==> src/rtl/wb_port_arbiter_if.sv <==
// wb_port_arbiter_if: writeback, mul/div, hazard-query and register-file write signals of the arbiter.
interface wb_port_arbiter_if;
  logic [4:0]  wb_regDest;
  logic [31:0] wb_result;
  logic        md_valid;
  logic [4:0]  md_regDest;
  logic [31:0] md_result;
  logic        md_ready;
  logic [4:0]  q_addr;
  logic        q_busy;
  logic        stall_req;
  logic        rf_we;
  logic [4:0]  rf_waddr;
  logic [31:0] rf_wdata;
  modport slave (
    input  wb_regDest, wb_result, md_valid, md_regDest, md_result, q_addr,
    output md_ready, q_busy, stall_req, rf_we, rf_waddr, rf_wdata
  );
  modport master (
    output wb_regDest, wb_result, md_valid, md_regDest, md_result, q_addr,
    input  md_ready, q_busy, stall_req, rf_we, rf_waddr, rf_wdata
  );
endinterface

==> src/rtl/wb_port_arbiter.sv <==
// wb_port_arbiter: shares the register-file write port between pipeline writeback (priority)
// and a FIFO of mul/div results drained into idle slots, with a starvation stall request.
module wb_port_arbiter #(
  parameter int DEPTH        = 2,
  parameter int STARVE_LIMIT = 4
) (
  input logic              clk,
  input logic              rst,
  wb_port_arbiter_if.slave bus
);
  localparam int AW = $clog2(DEPTH);
  localparam int CW = $clog2(DEPTH + 1);
  localparam int SW = $clog2(STARVE_LIMIT + 1);
  logic [4:0]       r_mem_addr [DEPTH];
  logic [31:0]      r_mem_data [DEPTH];
  logic [AW-1:0]    r_wp, r_rp;
  logic [CW-1:0]    r_cnt;
  logic [SW-1:0]    r_starve;
  logic             r_stall, r_popped, r_we;
  logic [4:0]       r_waddr;
  logic [31:0]      r_wdata;
  logic [SW-1:0]    w_starve_nxt;
  logic             w_pipe, w_empty, w_ready, w_pop, w_push;
  logic [AW-1:0]    w_off [DEPTH];
  logic [DEPTH-1:0] w_hit;
  assign w_pipe       = bus.wb_regDest != 5'd0;
  assign w_empty      = r_cnt == '0;
  assign w_ready      = r_cnt != CW'(DEPTH);
  assign w_pop        = !w_pipe && !w_empty;
  assign w_push       = bus.md_valid && w_ready && bus.md_regDest != 5'd0;
  assign w_starve_nxt = (w_empty || w_pop) ? '0 :
                        (r_starve == SW'(STARVE_LIMIT)) ? r_starve : r_starve + SW'(1);
  // An entry is live when its distance from the read pointer is below the fill count.
  for (genvar i = 0; i < DEPTH; i++) begin : g_hit
    assign w_off[i] = AW'(i) - r_rp;
    assign w_hit[i] = (CW'(w_off[i]) < r_cnt) && (r_mem_addr[i] == bus.q_addr);
  end
  assign bus.md_ready  = w_ready;
  assign bus.q_busy    = (bus.q_addr != 5'd0) && |w_hit;
  assign bus.stall_req = r_stall;
  assign bus.rf_we     = r_we;
  assign bus.rf_waddr  = r_waddr;
  assign bus.rf_wdata  = r_wdata;
  always_ff @(posedge clk) begin
    if (w_push) begin
      r_mem_addr[r_wp] <= bus.md_regDest;
      r_mem_data[r_wp] <= bus.md_result;
    end
  end
  // stall_req drops one edge after a FIFO grant, unless the counter re-saturates.
  always_ff @(posedge clk or negedge rst) begin
    if (!rst) begin
      r_wp     <= '0;
      r_rp     <= '0;
      r_cnt    <= '0;
      r_starve <= '0;
      r_stall  <= 1'b0;
      r_popped <= 1'b0;
      r_we     <= 1'b0;
      r_waddr  <= '0;
      r_wdata  <= '0;
    end else begin
      if (w_push) r_wp <= r_wp + AW'(1);
      if (w_pop) r_rp <= r_rp + AW'(1);
      r_cnt    <= r_cnt + CW'(w_push) - CW'(w_pop);
      r_starve <= w_starve_nxt;
      r_popped <= w_pop;
      r_stall  <= (r_stall && !r_popped) || (w_starve_nxt == SW'(STARVE_LIMIT));
      r_we     <= w_pipe || w_pop;
      if (w_pipe) begin
        r_waddr <= bus.wb_regDest;
        r_wdata <= bus.wb_result;
      end else if (w_pop) begin
        r_waddr <= r_mem_addr[r_rp];
        r_wdata <= r_mem_data[r_rp];
      end
    end
  end
endmodule

==> src/flat_wrapper.sv <==
// flat-port wrapper written by rule: the top's interface ports become plain ports
module wb_port_arbiter_flat 
#(
  parameter int DEPTH        = 2,
  parameter int STARVE_LIMIT = 4
)
  (clk, rst, bus_wb_regDest, bus_wb_result, bus_md_valid, bus_md_regDest, bus_md_result, bus_q_addr, bus_md_ready, bus_q_busy, bus_stall_req, bus_rf_we, bus_rf_waddr, bus_rf_wdata);
  wb_port_arbiter_if bus_i ();
  input logic clk;
  input logic rst;
  input wire logic [$bits(bus_i.wb_regDest)-1:0] bus_wb_regDest;
  input wire logic [$bits(bus_i.wb_result)-1:0] bus_wb_result;
  input wire logic [$bits(bus_i.md_valid)-1:0] bus_md_valid;
  input wire logic [$bits(bus_i.md_regDest)-1:0] bus_md_regDest;
  input wire logic [$bits(bus_i.md_result)-1:0] bus_md_result;
  input wire logic [$bits(bus_i.q_addr)-1:0] bus_q_addr;
  output wire logic [$bits(bus_i.md_ready)-1:0] bus_md_ready;
  output wire logic [$bits(bus_i.q_busy)-1:0] bus_q_busy;
  output wire logic [$bits(bus_i.stall_req)-1:0] bus_stall_req;
  output wire logic [$bits(bus_i.rf_we)-1:0] bus_rf_we;
  output wire logic [$bits(bus_i.rf_waddr)-1:0] bus_rf_waddr;
  output wire logic [$bits(bus_i.rf_wdata)-1:0] bus_rf_wdata;
  assign bus_i.wb_regDest = bus_wb_regDest;
  assign bus_i.wb_result = bus_wb_result;
  assign bus_i.md_valid = bus_md_valid;
  assign bus_i.md_regDest = bus_md_regDest;
  assign bus_i.md_result = bus_md_result;
  assign bus_i.q_addr = bus_q_addr;
  assign bus_md_ready = bus_i.md_ready;
  assign bus_q_busy = bus_i.q_busy;
  assign bus_stall_req = bus_i.stall_req;
  assign bus_rf_we = bus_i.rf_we;
  assign bus_rf_waddr = bus_i.rf_waddr;
  assign bus_rf_wdata = bus_i.rf_wdata;
  wb_port_arbiter #(.DEPTH(DEPTH), .STARVE_LIMIT(STARVE_LIMIT)) u_core (.clk(clk), .rst(rst), .bus(bus_i));
endmodule
==> config.mk <==
export PLATFORM = sky130hd
export DESIGN_NAME = wb_port_arbiter_flat
export DESIGN_NICKNAME = d
export VERILOG_FILES = /design/src/rtl/wb_port_arbiter_if.sv /design/src/rtl/wb_port_arbiter.sv /design/src/flat_wrapper.sv
export SDC_FILE = /design/constraint.sdc
export NUM_CORES = 1
export LEC_CHECK = 0
export ABC_AREA = 1
export BUFFER_PORTS_ARGS = -buffer_cell sky130_fd_sc_hd__buf_2
export CAP_MARGIN = 20
export CORE_MARGIN = 5
export CORE_UTILIZATION = 40
export DETAILED_ROUTE_END_ITERATION = 10
export MAX_ROUTING_LAYER = met4
export PLACE_DENSITY = 0.73
export SYNTH_ARGS = -nofsm -noshare
export SYNTH_HDL_FRONTEND = slang
export SYNTH_SLANG_ARGS = --single-unit
==> constraint.sdc <==
create_clock -name clk -period 5.5 [get_ports clk]
set_input_delay 0.275 -clock clk [delete_from_list [all_inputs] [get_ports clk]]
set_output_delay 0.275 -clock clk [all_outputs]
set_load 0.02 [all_outputs]
# Word level (Yosys, flattened, before mapping)
# Memory sizes are Yosys's and may differ from the RTL's.
# Index checks and enable logic that the tools add are counted.
dict set report totals {
  ff_bits 47
  ramBits 74
  input_bits 82
  out_inout_bits 41
  word_cells 52
  n_memories 2
}
dict set report classes {
  n_addsub 7
  magnitude_cmp 2
  n_eq_ne 5
  muxes 8
  reduce_logical 19
}
# memory words width rd rd_ports_with_merged_regs write_ports line
set mem_list {}
lappend mem_list {u_core.r_mem_data 2 32 1 0 1 wb_port_arbiter.sv:15} ;# logic [31:0] r_mem_data [DEPTH];
lappend mem_list {u_core.r_mem_addr 2 5 3 0 1 wb_port_arbiter.sv:14} ;# logic [4:0] r_mem_addr [DEPTH];
# cell count
set ops {}
lappend ops {{$mux 32} 2}
lappend ops {{$reduce_bool 5->1} 3}
lappend ops {{$eq 5x5->1} 2}
lappend ops {{$mux 5} 2}
lappend ops {{$logic_and 1x1->1} 7}
lappend ops {{$eq 3x3->1 const B} 2}
lappend ops {{$mux 3} 2}
lappend ops {{$lt 1x2->1} 2}
lappend ops {{$add 3x1->3 const B} 1}
lappend ops {{$logic_not 1->1} 3}
lappend ops {{$logic_or 1x1->1} 3}
lappend ops {{$add 1x1->1 const B} 2}
lappend ops {{$add 2x1->2} 1}
lappend ops {{$logic_not 2->1} 1}
lappend ops {{$mux 1} 2}
lappend ops {{$ne 2x2->1 const B} 1}
lappend ops {{$reduce_bool 2->1} 1}
lappend ops {{$reduce_or 2->1} 1}
lappend ops {{$sub 1x1->1 const A} 2}
lappend ops {{$sub 2x1->2} 1}

# Logic depth before layout (Yosys ltp)
dict set report depth {
  word_depth 7
  ltp_mapped 10
  ltp_nobuf 9
}

# Worst setup path before layout
# OpenSTA, ideal clock, no wires.
dict set report synth_path {
  path_kind {reg-to-reg}
  startpoint {reg u_core.r_cnt[1]}
  endpoint {mem u_core.r_mem_addr[1][0] (enable)}
  setup_ns 0.433
  arrival_time_ns 2.250
  required_time_ns 5.067
  slack_ns 2.817
  stages_incl_launch_ff 4
  path_buffers 0
  synth_period_minus_slack_ns 2.683
  path_cell_list {dfrtp_1 -> a21boi_0 -> nand2_1 -> nor2_1}
}
dict set report synth_via {
  elab_chain_cells 5
}
# element line
set synth_lines {}
lappend synth_lines {{start, declared} wb_port_arbiter.sv:17} ;# logic [CW-1:0] r_cnt;
lappend synth_lines {{start signal, assigned} wb_port_arbiter.sv:65} ;# r_cnt <= r_cnt + CW'(w_push) - CW'(w_pop);
lappend synth_lines {{$ne 2x2->1} wb_port_arbiter.sv:28} ;# assign w_ready = r_cnt != CW'(DEPTH);
lappend synth_lines {{$logic_and 1x1->1 (2 in series)} wb_port_arbiter.sv:30} ;# assign w_push = bus.md_valid && w_ready && bus.md_regDest != 5'd0;
lappend synth_lines {{$mux 1} wb_port_arbiter.sv:45} ;# if (w_push) begin
lappend synth_lines {{$mux 1 (not written as such)} wb_port_arbiter.sv:46} ;# r_mem_addr[r_wp] <= bus.md_regDest;
lappend synth_lines {{end, declared} wb_port_arbiter.sv:14}
# No other way between the ends.

# Worst setup path in the final report
dict set report layout_path {
  startpoint {reg u_core.r_rp}
  endpoint {out bus_q_busy}
}
dict set report layout_via {
  elab_chain_cells 5
  word_cells_on_any_way 8
  cone_classes {add/sub (2); order compare (2); reduce/logical (4)}
}
# element line
set layout_lines {}
lappend layout_lines {{start, declared} wb_port_arbiter.sv:16} ;# logic [AW-1:0] r_wp, r_rp;
lappend layout_lines {{start signal, assigned} wb_port_arbiter.sv:64} ;# if (w_pop) r_rp <= r_rp + AW'(1);
lappend layout_lines {{$sub 1x1->1} wb_port_arbiter.sv:35} ;# assign w_off[i] = AW'(i) - r_rp;
lappend layout_lines {{$lt 1x2->1} wb_port_arbiter.sv:36} ;# assign w_hit[i] = (CW'(w_off[i]) < r_cnt) && (r_mem_addr[i] == bus.q_addr);
lappend layout_lines {{$logic_and 1x1->1} wb_port_arbiter.sv:36}
lappend layout_lines {{$reduce_or 2->1 (*)} wb_port_arbiter.sv:39} ;# assign bus.q_busy = (bus.q_addr != 5'd0) && |w_hit;
lappend layout_lines {{$logic_and 1x1->1 (*)} wb_port_arbiter.sv:39}
lappend layout_lines {{end, declared} flat_wrapper.sv:18} ;# output wire logic [$bits(bus_i.q_busy)-1:0] bus_q_busy;
# Every way passes the cells marked *; elsewhere a longest branch is shown, timed or not.

==> reports/summary.txt <==
Post-cts repair resize count = 0
Worst-path fanout max = 45
Tightest Hold Check Type = in2reg
# Post-CTS Setup Buffers = 0
Yosys reg bits = 121
Area of the multi-input gates = 0.00144 mm2
Clock Root Buffer = clkbuf_16
RD Place Congestion = 0.750
DRC viols = 0
Worst reg2reg path endpoint = u_core.bus.rf_wdata[1]
Die area = 0.0151 mm2
Total of max-cap violations = 0
Cells after synthesis = 495
Die width = 123 um
Reg2Reg Setup Slack = 3.37 ns
Fill count = 1135
Synth unique cells = 29
Row cnt = 41
Biggest area consumer among synthesized cells = edfxtp_1
Starting Density = 0.405
Critical Path AT = 2.09 ns
Slack of the critical path = 3.13 ns
Fin crit period = 2.37 ns
Post-synthesis cell area = 0.00509 mm2
R2R Path Start = u_core.r_rp
TritonRoute pass-1 iters = 5
DR vias = 3731
Share of cells above drive strength 1 = 0.263
Worst vdd ir = 0.212 mV
Post-route cell area = 0.00640 mm2
Critical Path Start = u_core.r_rp
CTS max path bufs = 2
Power Dens Cells = 442 mW/mm2
HPWL Detailed = 7.38 mm
Buffers on Ports = 122
Avg WL per Cell = 13.8 um
Status = complete, no violations
Vias in the first global route = 3884
P&R area growth vs syn = 25.8%
Hold depth = 1
Synthesized net count = 581
H-tree depth = 4
Clk pin slew, worst setup/hold paths = 0.05 ns
WP data required = 5.22 ns
CTS tree = built
Crit path capture = bus_q_busy
Grt total ovfl = 0
Slew HR = 0.355
F_max = 0.423 GHz
Crit path kind = reg2out
Area after DPL = 0.00579 mm2
Sequential share of the synthesized area = 0.668
TritonCTS Buffers = 17
Critical Path Source Type = flip-flop
Setup TNS = 0 ns
Final Hold Vio Count = 0
Clock sink total = 121
Endpoints failing setup = 0
Synth top area cells = edfxtp_1, dfrtp_1, nand2_1
CP Capture Type = primary output
Height of the chip = 123 um
Slew Limit Fails = 0
Synth warnings = 0
Final WL = 11.2 mm
Skew final = 0.00942 ns
Yosys top cell area share = 0.437
Initial DRC Count = 118
Post-route ant nets = 0
RSZ-0062 raised after global routing = no
Initial antenna violation count = 1
Core area = 0.0126 mm2
Total Routing Usage GR = 0.163
Latest clock arrival within the worst-skew pair = 0.42 ns
Global-route wire length before repair = 18.1 mm
FF+latch area = 0.00340 mm2
Final nets = 707
Tot Pwr = 2.83 mW
Worst-margin pin slew = 0.966 ns
Post-Syn Area per Cell = 10.3 um2
FF-to-FF path depth = 4
Setup WS pre-CTS = 2.97 ns
Startpoint of the worst hold path = bus_md_result[20]
Period utilisation layout = 0.430
Largest net degree at the start of global routing = 48
Boundary Pins = 123
Leak = 2.99 nW
Vias per inst = 4.62
==> timing repair <==
action	4_1_cts	5_1_grt
endpoints found under the setup margin	0	0
hold buffers	0	1
hold endpoints to repair	0	21
==> registers in the layout, indices dropped and copies added, names as in the netlist <==
signal                flops
u_core.r_mem_addr        10
u_core.bus.rf_we          1
u_core.bus.stall_req      1
u_core.r_cnt              2
u_core.r_starve           3
u_core.bus.rf_wdata      32
u_core.r_rp               1
u_core.r_mem_data        64
u_core.bus.rf_waddr       5
u_core.r_wp               1
u_core.r_popped           1
==> per-stage QoR <==
step / utilization / hold WS [ns] / cells
6_report: 0.510 / 0.0494 / 807
5_1_grt: 0.510 / 0.0320 / 807
4_1_cts: 0.503 / 0.0321 / 802
3_5_place_dp: 0.461 / 0.468 / 770
3_3_place_gp: 0.461 / 0.459 / 770
2_1_floorplan: - / -0.0206 / 495
==> worst min path at each step <==
| stage | end | slack, ns |
|---|---|---|
| finish | u_core.r_mem_data[0][20] | 0.05 |
| global route | u_core.r_mem_data[0][23] | 0.03 |
| CTS | u_core.r_mem_data[0][23] | 0.03 |
| detailed placement | u_core.bus.rf_wdata[2] | 0.47 |
| global placement | u_core.bus.rf_wdata[24] | 0.46 |
| floorplan | u_core.bus.rf_waddr[0] | -0.02 |
==> power breakdown <==
group	leakage, nW	total (mW)	switching, mW	internal [mW]
logic	1.49	0.566	0.370	0.196
clock network	0.263	0.993	0.363	0.630
registers	1.23	1.27	0.113	1.16
==> cells in the final DEF, fill, tap and decap left out, types with 3 or more instances in the layout <==
master	count
nor2_1	15
clkbuf_16	17
inv_1	28
inv_2	5
edfxtp_1	74
nand3_1	38
buf_2	122
ha_1	4
dfrtp_1	46
xor2_1	4
nor2_4	3
clkbuf_8	5
clkbuf_1	6
o211ai_1	3
a21oi_1	6
o21ai_0	6
or2_2	3
nand2_1	227
==> layout make-up <==
type                    count  share of cell area
inverters                  33              0.0193
clock buffers              28              0.0807
flip-flops and latches    121               0.531
multi-input cells         322               0.225
repair buffers            126               0.107
diodes                      1            0.000391
clock inverters             4             0.00274
well taps                 172              0.0336
==> critical path: stages (launching register included) <==
cell     delay, ns
dfrtp_2       0.92
a21oi_1       0.18
nor2_1        0.13
nand3_1       0.08
a21oi_1       0.17
buf_2         0.19
==> routing by layer <==
layer  wire length [um]  track usage
met5                  0            -
met4                220       0.0686
met3                660       0.0512
met2               5570        0.269
met1               4710        0.183
==> kinds of logic after synthesis <==
kind of cell / share of synthesized area
AO/OA/AOI/OAI: 0.0216
adder cells (fa/ha/maj): 0.00984
buffers and inverters: 0.0521
flip-flops: 0.668
XOR/XNOR: 0.00861
AND/OR/NAND/NOR: 0.240
==> synthesized netlist by cell type <==
cell type and count:
nand2_1 227, edfxtp_1 74, dfrtp_1 47, nand3_1 38, inv_1 28, nor2_1 17
buf_2 8, a21oi_1 6, buf_6 6, o21ai_0 6, inv_2 5, buf_4 4
ha_1 4, xor2_1 4, o211ai_1 3, or2_2 3, nor2_2 2, nor3_1 2
a21boi_0 1, clkbuf_1 1, nand2_4 1, nand3_4 1, nand3b_1 1, nor2_4 1
nor2_8 1, o211ai_2 1, o21bai_1 1, or2_1 1, xnor2_1 1
No activity file was read; power rests on OpenSTA's default activity.
